<file path="src/rtl/seg_scan_pkg.sv">
// Shared constants and helpers for the segment scan decoder.
// Holds the ten 7-segment digit codes (segments a..g on bits 0..6), the
// all-off blank code, the value reported for an undecodable pattern and a
// helper that counts how many digit selects are active in one sample.
package seg_scan_pkg;

   localparam logic [6:0] SEG_0     = 7'h3F;
   localparam logic [6:0] SEG_1     = 7'h06;
   localparam logic [6:0] SEG_2     = 7'h5B;
   localparam logic [6:0] SEG_3     = 7'h4F;
   localparam logic [6:0] SEG_4     = 7'h66;
   localparam logic [6:0] SEG_5     = 7'h6D;
   localparam logic [6:0] SEG_6     = 7'h7D;
   localparam logic [6:0] SEG_7     = 7'h07;
   localparam logic [6:0] SEG_8     = 7'h7F;
   localparam logic [6:0] SEG_9     = 7'h6F;
   localparam logic [6:0] SEG_BLANK = 7'h00;

   localparam logic [3:0] DIGIT_ERR = 4'hE;

   // Number of active digit selects in a 4-bit select sample.
   function automatic logic [2:0] sel_count(input logic [3:0] sel);
      sel_count = {2'b00, sel[0]} + {2'b00, sel[1]} + {2'b00, sel[2]} + {2'b00, sel[3]};
   endfunction

endpackage

</file>
<file path="src/rtl/seg7_decode.sv">
// Combinational 7-segment pattern decoder.
// Ports:
//   pattern  in  7  segments a..g on bits 0..6 (active high)
//   value    out 4  decoded digit; 0 for blank, DIGIT_ERR when undecodable
//   blank    out 1  pattern was all-off
//   invalid  out 1  pattern is neither a digit code nor blank
module seg7_decode
   import seg_scan_pkg::*;
(
   input  logic [6:0] pattern,
   output logic [3:0] value,
   output logic       blank,
   output logic       invalid
);

   always_comb begin
      value   = 4'd0;
      blank   = 1'b0;
      invalid = 1'b0;
      case (pattern)
         SEG_0:     value = 4'd0;
         SEG_1:     value = 4'd1;
         SEG_2:     value = 4'd2;
         SEG_3:     value = 4'd3;
         SEG_4:     value = 4'd4;
         SEG_5:     value = 4'd5;
         SEG_6:     value = 4'd6;
         SEG_7:     value = 4'd7;
         SEG_8:     value = 4'd8;
         SEG_9:     value = 4'd9;
         SEG_BLANK: blank = 1'b1;
         default: begin
            value   = DIGIT_ERR;
            invalid = 1'b1;
         end
      endcase
   end

endmodule

</file>
<file path="src/rtl/segment_scan_decoder.sv">
// Receive-side decoder for a multiplexed 4-digit 7-segment display bus.
// Samples the scanned select/segment/dot lines, waits for each digit slot to
// settle, decodes it and assembles four digits into a frame that is published
// with a one-cycle frame_valid pulse.
// Ports:
//   clock, reset      system clock, asynchronous active-high reset
//   segment_in[6:0]   segments a..g;  dot_in  decimal point
//   byte_in[3:0]      digit selects, bit n = digit n
//   err_clear         pulse clearing collision_err
//   digits_out[15:0]  digit n on [4n+3:4n] (4'hE = undecodable)
//   blank_out[3:0]    digit n was all-off;  dot_out[3:0]  captured dots
//   frame_valid       one-cycle pulse when the published outputs update
//   decode_err        frame contained an undecodable digit
//   collision_err     sticky: more than one select seen active
//   stale             no commit for 2^TIMEOUT_W-1 cycles
//
// Handshake: frame_valid is a pure strobe with no back-pressure; the published
// outputs change only on the cycle frame_valid is high and hold otherwise.
module segment_scan_decoder
   import seg_scan_pkg::*;
#(
   parameter int SETTLE          = 4,
   parameter int TIMEOUT_W       = 16,
   parameter bit SEL_ACTIVE_HIGH = 1'b1,
   parameter bit SEG_ACTIVE_HIGH = 1'b1
)
(
   input  logic        clock,
   input  logic        reset,
   input  logic [6:0]  segment_in,
   input  logic        dot_in,
   input  logic [3:0]  byte_in,
   input  logic        err_clear,
   output logic [15:0] digits_out,
   output logic [3:0]  blank_out,
   output logic [3:0]  dot_out,
   output logic        frame_valid,
   output logic        decode_err,
   output logic        collision_err,
   output logic        stale
);

   logic [3:0]           sel_fix, sel_q, sel_prev;
   logic [6:0]           seg_fix, seg_q, seg_prev;
   logic                 dot_fix, dot_q, dot_prev;
   logic [3:0]           settle_cnt, cnt_now;
   logic                 committed, committed_next;
   logic [3:0]           captured, cap_next;
   logic [15:0]          stage_digits;
   logic [3:0]           stage_blank, stage_dot, stage_inv, inv_next;
   logic [TIMEOUT_W-1:0] wd_cnt;
   logic [2:0]           n_sel;
   logic                 one_sel, coll, same, commit, frame_done, wd_max;
   logic [3:0]           dec_value;
   logic                 dec_blank, dec_invalid;

   // Polarity is normalised before the single input register stage.
   assign sel_fix = SEL_ACTIVE_HIGH ? byte_in : ~byte_in;
   assign seg_fix = SEG_ACTIVE_HIGH ? segment_in : ~segment_in;
   assign dot_fix = SEG_ACTIVE_HIGH ? dot_in : ~dot_in;

   seg7_decode u_decode (
      .pattern (seg_q),
      .value   (dec_value),
      .blank   (dec_blank),
      .invalid (dec_invalid)
   );

   always_comb begin
      n_sel      = sel_count(sel_q);
      one_sel    = (n_sel == 3'd1);
      coll       = (n_sel > 3'd1);
      same       = ({sel_q, seg_q, dot_q} == {sel_prev, seg_prev, dot_prev});
      frame_done = (captured == 4'hF);
      wd_max     = &wd_cnt;

      // Run length of the current sample; idle and collision slots never settle.
      if (one_sel && same)
         cnt_now = (settle_cnt == 4'hF) ? 4'hF : settle_cnt + 4'd1;
      else
         cnt_now = 4'd0;

      // Any change of select or pattern re-arms the commit.
      commit         = one_sel && !(same && committed) && (cnt_now == 4'(SETTLE - 1));
      committed_next = one_sel && ((same && committed) || commit);

      cap_next = captured;
      inv_next = stage_inv;
      if (frame_done || (wd_max && !commit)) begin
         cap_next = 4'd0;
         inv_next = 4'd0;
      end
      if (commit) begin
         cap_next = cap_next | sel_q;
         inv_next = (inv_next & ~sel_q) | (dec_invalid ? sel_q : 4'd0);
      end
   end

   always_ff @(posedge clock or posedge reset) begin
      if (reset) begin
         sel_q      <= '0;
         seg_q      <= '0;
         dot_q      <= 1'b0;
         sel_prev   <= '0;
         seg_prev   <= '0;
         dot_prev   <= 1'b0;
         settle_cnt <= '0;
         committed  <= 1'b0;
      end else begin
         sel_q      <= sel_fix;
         seg_q      <= seg_fix;
         dot_q      <= dot_fix;
         sel_prev   <= sel_q;
         seg_prev   <= seg_q;
         dot_prev   <= dot_q;
         settle_cnt <= cnt_now;
         committed  <= committed_next;
      end
   end

   // Staging registers, capture mask and no-commit watchdog.
   always_ff @(posedge clock or posedge reset) begin
      if (reset) begin
         captured     <= '0;
         stage_inv    <= '0;
         stage_digits <= '0;
         stage_blank  <= '0;
         stage_dot    <= '0;
         wd_cnt       <= '0;
      end else begin
         captured  <= cap_next;
         stage_inv <= inv_next;
         for (int i = 0; i < 4; i++) begin
            if (commit && sel_q[i]) begin
               stage_digits[4*i +: 4] <= dec_value;
               stage_blank[i]         <= dec_blank;
               stage_dot[i]           <= dot_q;
            end
         end
         if (commit)
            wd_cnt <= '0;
         else if (!wd_max)
            wd_cnt <= wd_cnt + 1'b1;
      end
   end

   // Published outputs and status flags.
   always_ff @(posedge clock or posedge reset) begin
      if (reset) begin
         digits_out    <= '0;
         blank_out     <= '0;
         dot_out       <= '0;
         frame_valid   <= 1'b0;
         decode_err    <= 1'b0;
         collision_err <= 1'b0;
         stale         <= 1'b0;
      end else begin
         frame_valid <= frame_done;
         if (frame_done) begin
            digits_out <= stage_digits;
            blank_out  <= stage_blank;
            dot_out    <= stage_dot;
            decode_err <= |stage_inv;
            stale      <= 1'b0;
         end else if (wd_max) begin
            stale <= 1'b1;
         end
         // A collision in the same cycle as err_clear keeps the flag set.
         if (coll)
            collision_err <= 1'b1;
         else if (err_clear)
            collision_err <= 1'b0;
      end
   end

endmodule

</file>
<file path="config.mk">
export PLATFORM = sky130hd
export DESIGN_NAME = segment_scan_decoder
export DESIGN_NICKNAME = d
export VERILOG_FILES = /design/src/rtl/seg_scan_pkg.sv /design/src/rtl/seg7_decode.sv /design/src/rtl/segment_scan_decoder.sv
export SDC_FILE = /design/constraint.sdc
export NUM_CORES = 1
export LEC_CHECK = 0
export ABC_AREA = 1
export CAP_MARGIN = 20
export CORE_MARGIN = 2
export CORE_UTILIZATION = 57
export CTS_CLUSTER_DIAMETER = 30
export CTS_CLUSTER_SIZE = 24
export DETAILED_ROUTE_END_ITERATION = 6
export PLACE_DENSITY_LB_ADDON = 0.12
export SETUP_SLACK_MARGIN = 0.3
export SLEW_MARGIN = 5
export SYNTH_ARGS = -nofsm -noshare
export SYNTH_HDL_FRONTEND = slang
export SYNTH_SLANG_ARGS = --single-unit
</file>
<file path="constraint.sdc">
create_clock -name clock -period 4.45 [get_ports clock]
set_input_delay 1.335 -clock clock [delete_from_list [all_inputs] [get_ports clock]]
set_output_delay 1.335 -clock clock [all_outputs]
set_load 0.005 [all_outputs]
</file>
==> results of run 1 <==
[synthesized netlist by cell type]
| master | instances |
|---|---|
| mux2_2 | 20 |
| nand2_1 | 175 |
| nor2_8 | 2 |
| nand4_1 | 4 |
| clkbuf_1 | 3 |
| nor2_4 | 1 |
| buf_2 | 2 |
| a221oi_1 | 1 |
| buf_6 | 1 |
| nor2_1 | 41 |
| o21ai_0 | 11 |
| inv_1 | 57 |
| ha_1 | 5 |
| o211ai_1 | 3 |
| and3_1 | 1 |
| a21oi_1 | 9 |
| nor2_2 | 2 |
| o21ai_1 | 4 |
| nand4_2 | 1 |
| nand3_2 | 1 |
| nor3_4 | 1 |
| nand4_4 | 4 |
| inv_2 | 10 |
| nor3_1 | 9 |
| xor2_1 | 4 |
| a41oi_1 | 1 |
| o221a_2 | 2 |
| nand3_1 | 21 |
| a21oi_4 | 1 |
| fa_1 | 1 |
| nand3_4 | 1 |
| xnor2_1 | 5 |
| nor4_1 | 1 |
| dfrtp_1 | 105 |
[state kept, by name, summed over array words and instances (netlist names), 4 cells and up]
register      cells
blank_out         4
stage_blank       4
sel_prev          4
dot_out           4
stage_inv         4
stage_dot         4
digits_out       16
sel_q             4
seg_q             7
stage_digits     16
settle_cnt        4
wd_cnt           16
seg_prev          7
captured          4
[kinds of logic (layout without fill, tap and decap cells)]
| group | after synthesis | in the layout | share of synthesized area, % |
|---|---|---|---|
| AND/OR/NAND/NOR | 265 | 265 | 25.6 |
| flip-flops | 105 | 105 | 55.9 |
| buffers and inverters | 73 | 127 | 6.04 |
| AO/OA/AOI/OAI | 32 | 32 | 4.23 |
| multiplexers | 20 | 20 | 4.79 |
| XOR/XNOR | 9 | 9 | 1.68 |
| adder cells (fa/ha/maj) | 6 | 6 | 1.76 |
[layout make-up]
type                            count  area, um2
Clock buffer                        9        124
Multi-Input combinational cell    332       1790
Inverter                           67        254
Clock inverter                      7       82.6
Sequential cell                   105       2630
Tap cell                          105        131
Fill cell                         682       2630
Timing Repair Buffer               44        448
[worst max-delay path: stages, from the launching register on]
cell,delay [ps]
dfrtp_1,470
inv_2,80
fa_1,530
inv_1,40
ha_1,190
inv_1,60
ha_1,240
nor3_4,280
inv_1,90
nor2_1,90
nand2_1,130
nor2_8,240
nand3_4,210
a21oi_4,300
nand2_1,80
nand2_1,60
[worst paths after layout]
path | end | slack (ps)
setup / recovery | captured[2]$_DFF_PP0_ | 1290
hold / removal | dot_prev$_DFF_PP0_ | 470
setup reg to reg | captured[2]$_DFF_PP0_ | 1290
hold reg to reg | dot_prev$_DFF_PP0_ | 470
max in group asynchronous | digits_out[3]$_DFFE_PP0P_ | 2350
min in group asynchronous | collision_err$_DFFE_PP0P_ | 1410
[routing by layer]
layer	vias up	global-route usage, %	share of wire, %
li1	1700	-	-
met4	0	7.25	1.1
met2	61	36.5	50
met3	8	4.31	3.1
met5	-	0	0
met1	1572	28.3	46
[through the flow]
| stage | total power, uW | utilization (%) | std cells | cell area (um2) | hold WS [ps] |
|---|---|---|---|---|---|
| floorplan | 1070 | - | 510 | 4700 | 349 |
| global placement | 1100 | 64.9 | 653 | 5250 | 421 |
| detailed placement | 1100 | 64.9 | 653 | 5250 | 440 |
| CTS | 1700 | 67.5 | 669 | 5460 | 465 |
| global route | 1750 | 67.5 | 669 | 5460 | 486 |
| finish | 1670 | 67.5 | 669 | 5460 | 467 |
[power by group through the flow]
stage | logic (uW) | registers [uW] | clock network [uW]
CTS | 105 | 980 | 611
global route | 117 | 983 | 653
detailed placement | 105 | 999 | 0
floorplan | 74.5 | 995 | 0
global placement | 101 | 998 | 0
finish | 103 | 980 | 589
==> results_dict.tcl, run 1 <==
set metrics [dict create \
    ys_warn_count 0 \
    wirelength_mm 8.71 \
    area_growth_syn_to_layout_pct 16.1 \
    grt_pass1_vias 3217 \
    finalClockSkew_ps 15.9 \
    p_sw_uw 442 \
    min_path_cells 0 \
    dieArea_um2 8990 \
    cts_tree "built" \
    required_ps 4760 \
    setup_slack_ps 1290 \
    setup_violations 0 \
    setup-tns-final_ps 0 \
    peakVddDrop_v 0.000176 \
    synth_top_area_share_pct 55.9 \
    timing_hold_violations_final 0 \
    clkTransAtPathRegs_ps 110 \
    power.density_nw_per_um2 306 \
    ios 43 \
    period_minus_slack_ps 3160 \
    cts_sinks 105 \
    postSynthCellCount 510 \
    crit_type "reg -> reg" \
    cts.root.buffer_cell "clkbuf_8" \
    synth.net_count 531 \
    diodes 0 \
    hpwlAfterDp_mm 6.22 \
    fp.dieH_um 94.8 \
    worst_setup_path_start_kind "flip-flop" \
    netSwitchingFraction_pct 26.5 \
    p_clk_share_pct 35.2 \
    cts_resized 0 \
    synth.distinct_cells 34 \
    cts_made_buffers 9 \
    outcome "completed" \
    cp-startpoint "sel_q[0]$_DFF_PP0_" \
    synth_top_area_cell "dfrtp_1" \
    row_count 33 \
    yosysSeqAreaShare_pct 55.9 \
    drive_above_1_share_pct 11.7 \
    final_common_cell "nand2_1" \
    relSlewSlack_pct 55.2 \
    die_width_um 94.8 \
    p_seq_share_pct 58.6 \
    cellInternalPower_uw 1230 \
    avgViaCountPerCell 4.99 \
    synth_seq_cells 105 \
    core_area_um2 8090 \
    vias 3341 \
    ctsLongestPathBuffers 2 \
    htree_levels 3 \
    synth_area_um2 4700 \
    rsz0062_at_grt "false" \
    synthTopCellsByArea "dfrtp_1, nand2_1, mux2_2, inv_1, nor2_1" \
    crit_path_end_kind "flip-flop" \
    cts_setup_buffers 0 \
    antenna_left 0 \
    grt_start_max_net_pins 55 \
    p_comb_share_pct 6.1 \
    fmax_ghz 0.316 \
    grt_pass1_wl_mm 15.1 \
    cp_max_fo 14 \
    crit_arrival_ps 3470 \
    postCtsHoldBufs 0 \
    clk_latency_ps 380 \
    rr_worst_depth 15 \
    leakagePower_uw 0.00285 \
    grt.overflow.total 0 \
    hp-start "dot_q$_DFF_PP0_" \
    track_usage_pct 21.7 \
    drc 0 \
    drt_iter0_drc 187 \
    detail_route.wl_per_cell_um 13.0 \
    worst-slew-pin-transition_ps 672 \
    antenna_found_initial 0 \
    initial_core_util_pct 58.1 \
    hp-class "reg -> reg" \
    max_cap_violations 0 \
    synth.avg_cell_area_um2 9.22 \
    num-nets-final 580 \
    io_buffers 42 \
    globalplace.congestion 0.836 \
    first_pass_iters 4 \
    place_ws_ps 1280 \
    final_cell_mix "nand2_1, dfrtp_1, inv_1" \
    r2r-start "sel_q[0]$_DFF_PP0_" \
    timing.final.crit_share_pct 71.1 \
    slew_viol_final 0 \
]
Power figures use the tool's default switching activity.
==> run 2: changes to the inputs <==
--- a/config.mk
+++ b/config.mk
@@ -8,7 +8,7 @@
 export ABC_AREA = 1
 export CAP_MARGIN = 20
 export CORE_MARGIN = 2
-export CORE_UTILIZATION = 57
+export CORE_UTILIZATION = 52
 export CTS_CLUSTER_DIAMETER = 30
 export CTS_CLUSTER_SIZE = 24
 export DETAILED_ROUTE_END_ITERATION = 6
==> constraint.sdc (replaced) <==
create_clock -name clock -period 2.89 [get_ports clock]
set_input_delay 0.867 -clock clock [delete_from_list [all_inputs] [get_ports clock]]
set_output_delay 0.867 -clock clock [all_outputs]
set_load 0.005 [all_outputs]
==> results_dict.tcl, run 2 (synthesis gave the netlist of run 1 again) <==
set metrics [dict create \
    cts_made_buffers 9 \
    track_usage_pct 21.4 \
    core_area_um2 8760 \
    setup_violations 0 \
    ff_latch_area_um2 2630 \
    cp_max_fo 6 \
    num-nets-final 621 \
    p_comb_share_pct 10.3 \
    outcome "completed" \
    period_minus_slack_ps 2750 \
    cp_cell_sequence "inv_2 -> fa_1 -> inv_1 -> ha_2 -> inv_2 -> ha_4 -> nor3_4 -> inv_2 -> nor2_4 -> nand2_4 -> nor2_8 -> buf_4 -> buf_4 -> nand4_4 -> nand2_1 -> nand2_1" \
    area_growth_syn_to_layout_pct 26.7 \
    p_seq_share_pct 56.0 \
    drt_iter0_drc 169 \
    timing.final.crit_share_pct 95.2 \
    finalClockSkew_ps 13.9 \
    max_cap_violations 0 \
    crit_arrival_ps 3030 \
    num-fill-cells 682 \
    wirelength_mm 9.96 \
    grt.overflow.total 0 \
    fmax_ghz 0.363 \
    p_sw_uw 710 \
    r2r_setup_slack_ps 140 \
    detail_route.wl_per_cell_um 14.0 \
    min_to "dot_prev$_DFF_PP0_" \
    rsz0062_at_grt "true" \
    slew_viol_final 0 \
    htree_levels 3 \
    fin_cells 713 \
    min_path_cells 0 \
    p_clk_share_pct 33.7 \
    max_stage_delay_ps 530 \
    reg_top3 "digits_out: 16 flops, stage_digits: 16 flops, wd_cnt: 16 flops" \
    r2r-start "sel_q[3]$_DFF_PP0_" \
    hp-class "reg -> reg" \
    drc 0 \
    antenna_found_initial 0 \
    vias 3609 \
    ios 43 \
    multi_input_area_um2 1960 \
    ctsLongestPathBuffers 2 \
    postCtsHoldBufs 0 \
    grt_start_max_net_pins 106 \
    die_width_um 99.1 \
    cts_sinks 105 \
    crit_type "reg -> reg" \
    place_inst 660 \
    critPathSlowestCell "fa_1" \
    timing_hold_violations_final 0 \
    crit_path_end_kind "flip-flop" \
    relSlewSlack_pct 57.2 \
    hp-start "dot_q$_DFF_PP0_" \
    cts.root.buffer_cell "clkbuf_8" \
    r2r_end "stage_digits[5]$_DFFE_PP0P_" \
    io_buffers 42 \
    rr_worst_depth 16 \
    p_total_uw 2690 \
    dieArea_um2 9820 \
    diodes 0 \
    cts_tree "built" \
    globalplace.congestion 0.802 \
    worst_setup_path_start_kind "flip-flop" \
    required_ps 3170 \
    power.density_nw_per_um2 452 \
    final_cell_mix "nand2_1, dfrtp_1, inv_1" \
    leakagePower_uw 0.00306 \
    avgViaCountPerCell 5.06 \
    netSwitchingFraction_pct 26.4 \
    drive_above_1_share_pct 21.2 \
    grt_pass1_wl_mm 16.7 \
    worst-slew-pin-transition_ps 635 \
    grt_pass1_vias 3570 \
    row_count 34 \
    setup_slack_ps 138 \
    cellInternalPower_uw 1980 \
    hold_slack_ps 452 \
    crit_top_cell "inv_2" \
    clk_latency_ps 380 \
    final_common_cell "nand2_1" \
    antenna_left 0 \
    first_pass_iters 4 \
    clkTransAtPathRegs_ps 110 \
    hpwlAfterDp_mm 6.12 \
    place_ws_ps 42.1 \
    initial_core_util_pct 53.6 \
    peakVddDrop_v 0.000258 \
    fp.dieH_um 99.1 \
]
-- run 2: cell count changes in the layout (fill, tap and decap cells not counted), moves of 4 or more --
cell,before,now
o21ai_0,11,6
nand4_4,4,8
nand2_2,0,8
nand2_1,175,166
buf_4,1,32
-- run 2: worst max path at each step --
stage,cells after the start,start,end
global placement,15,sel_q[0]$_DFF_PP0_,captured[3]$_DFF_PP0_
detailed placement,15,sel_q[0]$_DFF_PP0_,captured[1]$_DFF_PP0_
floorplan,15,sel_q[0]$_DFF_PP0_,wd_cnt[2]$_DFFE_PP0P_
CTS,16,sel_q[0]$_DFF_PP0_,stage_digits[2]$_DFFE_PP0P_
global route,15,sel_q[3]$_DFF_PP0_,stage_inv[3]$_DFF_PP0_
finish,16,sel_q[3]$_DFF_PP0_,stage_digits[5]$_DFFE_PP0P_
-- run 2: what timing repair did --
action	in CTS	in global routing
gates cloned	4	0
buffers inserted	19	14
pin swaps	11	20
resized for setup	16	18
endpoints found under the setup margin	49	49
-- run 2: power groups by stage --
| stage | sequential (uW) | combinational, uW | clock (uW) |
|---|---|---|---|
| floorplan | 1530 | 119 | 0 |
| global placement | 1530 | 165 | 0 |
| detailed placement | 1540 | 170 | 0 |
| CTS | 1510 | 244 | 930 |
| global route | 1510 | 303 | 989 |
| finish | 1510 | 277 | 906 |
-- run 2: stage by stage --
stage	setup TNS [ps]	util, %	cell area [um2]
3_5_place_dp	0	60.6	5310
6_report	0	68.0	5960
4_1_cts	0	65.9	5780
3_3_place_gp	0	60.6	5310
2_1_floorplan	0	-	4720
5_1_grt	-18.4	68.0	5960
-- run 2: metal layers --
metal | track usage, % | part of all wire [%]
met2 | 35.2 | 50
met4 | 5.48 | 1.3
met5 | 0 | 0
met3 | 4.96 | 3.5
met1 | 29.0 | 46
-- run 2: final cells by class --
cell class	instances	share of cell area, %
Clock inverter	6	0.987
Sequential cell	105	44.1
Multi-Input combinational cell	336	32.9
Inverter	67	4.37
Clock buffer	10	2.31
Tap cell	108	2.27
Timing Repair Buffer	81	13.0
-- run 2: worst max-delay path, delay by kind of cell, from the launching register on --
kind	cells	cell delay [ps]
simple gates	7	930
fa+ha+maj	3	890
buf+inv	6	480
flops	1	370
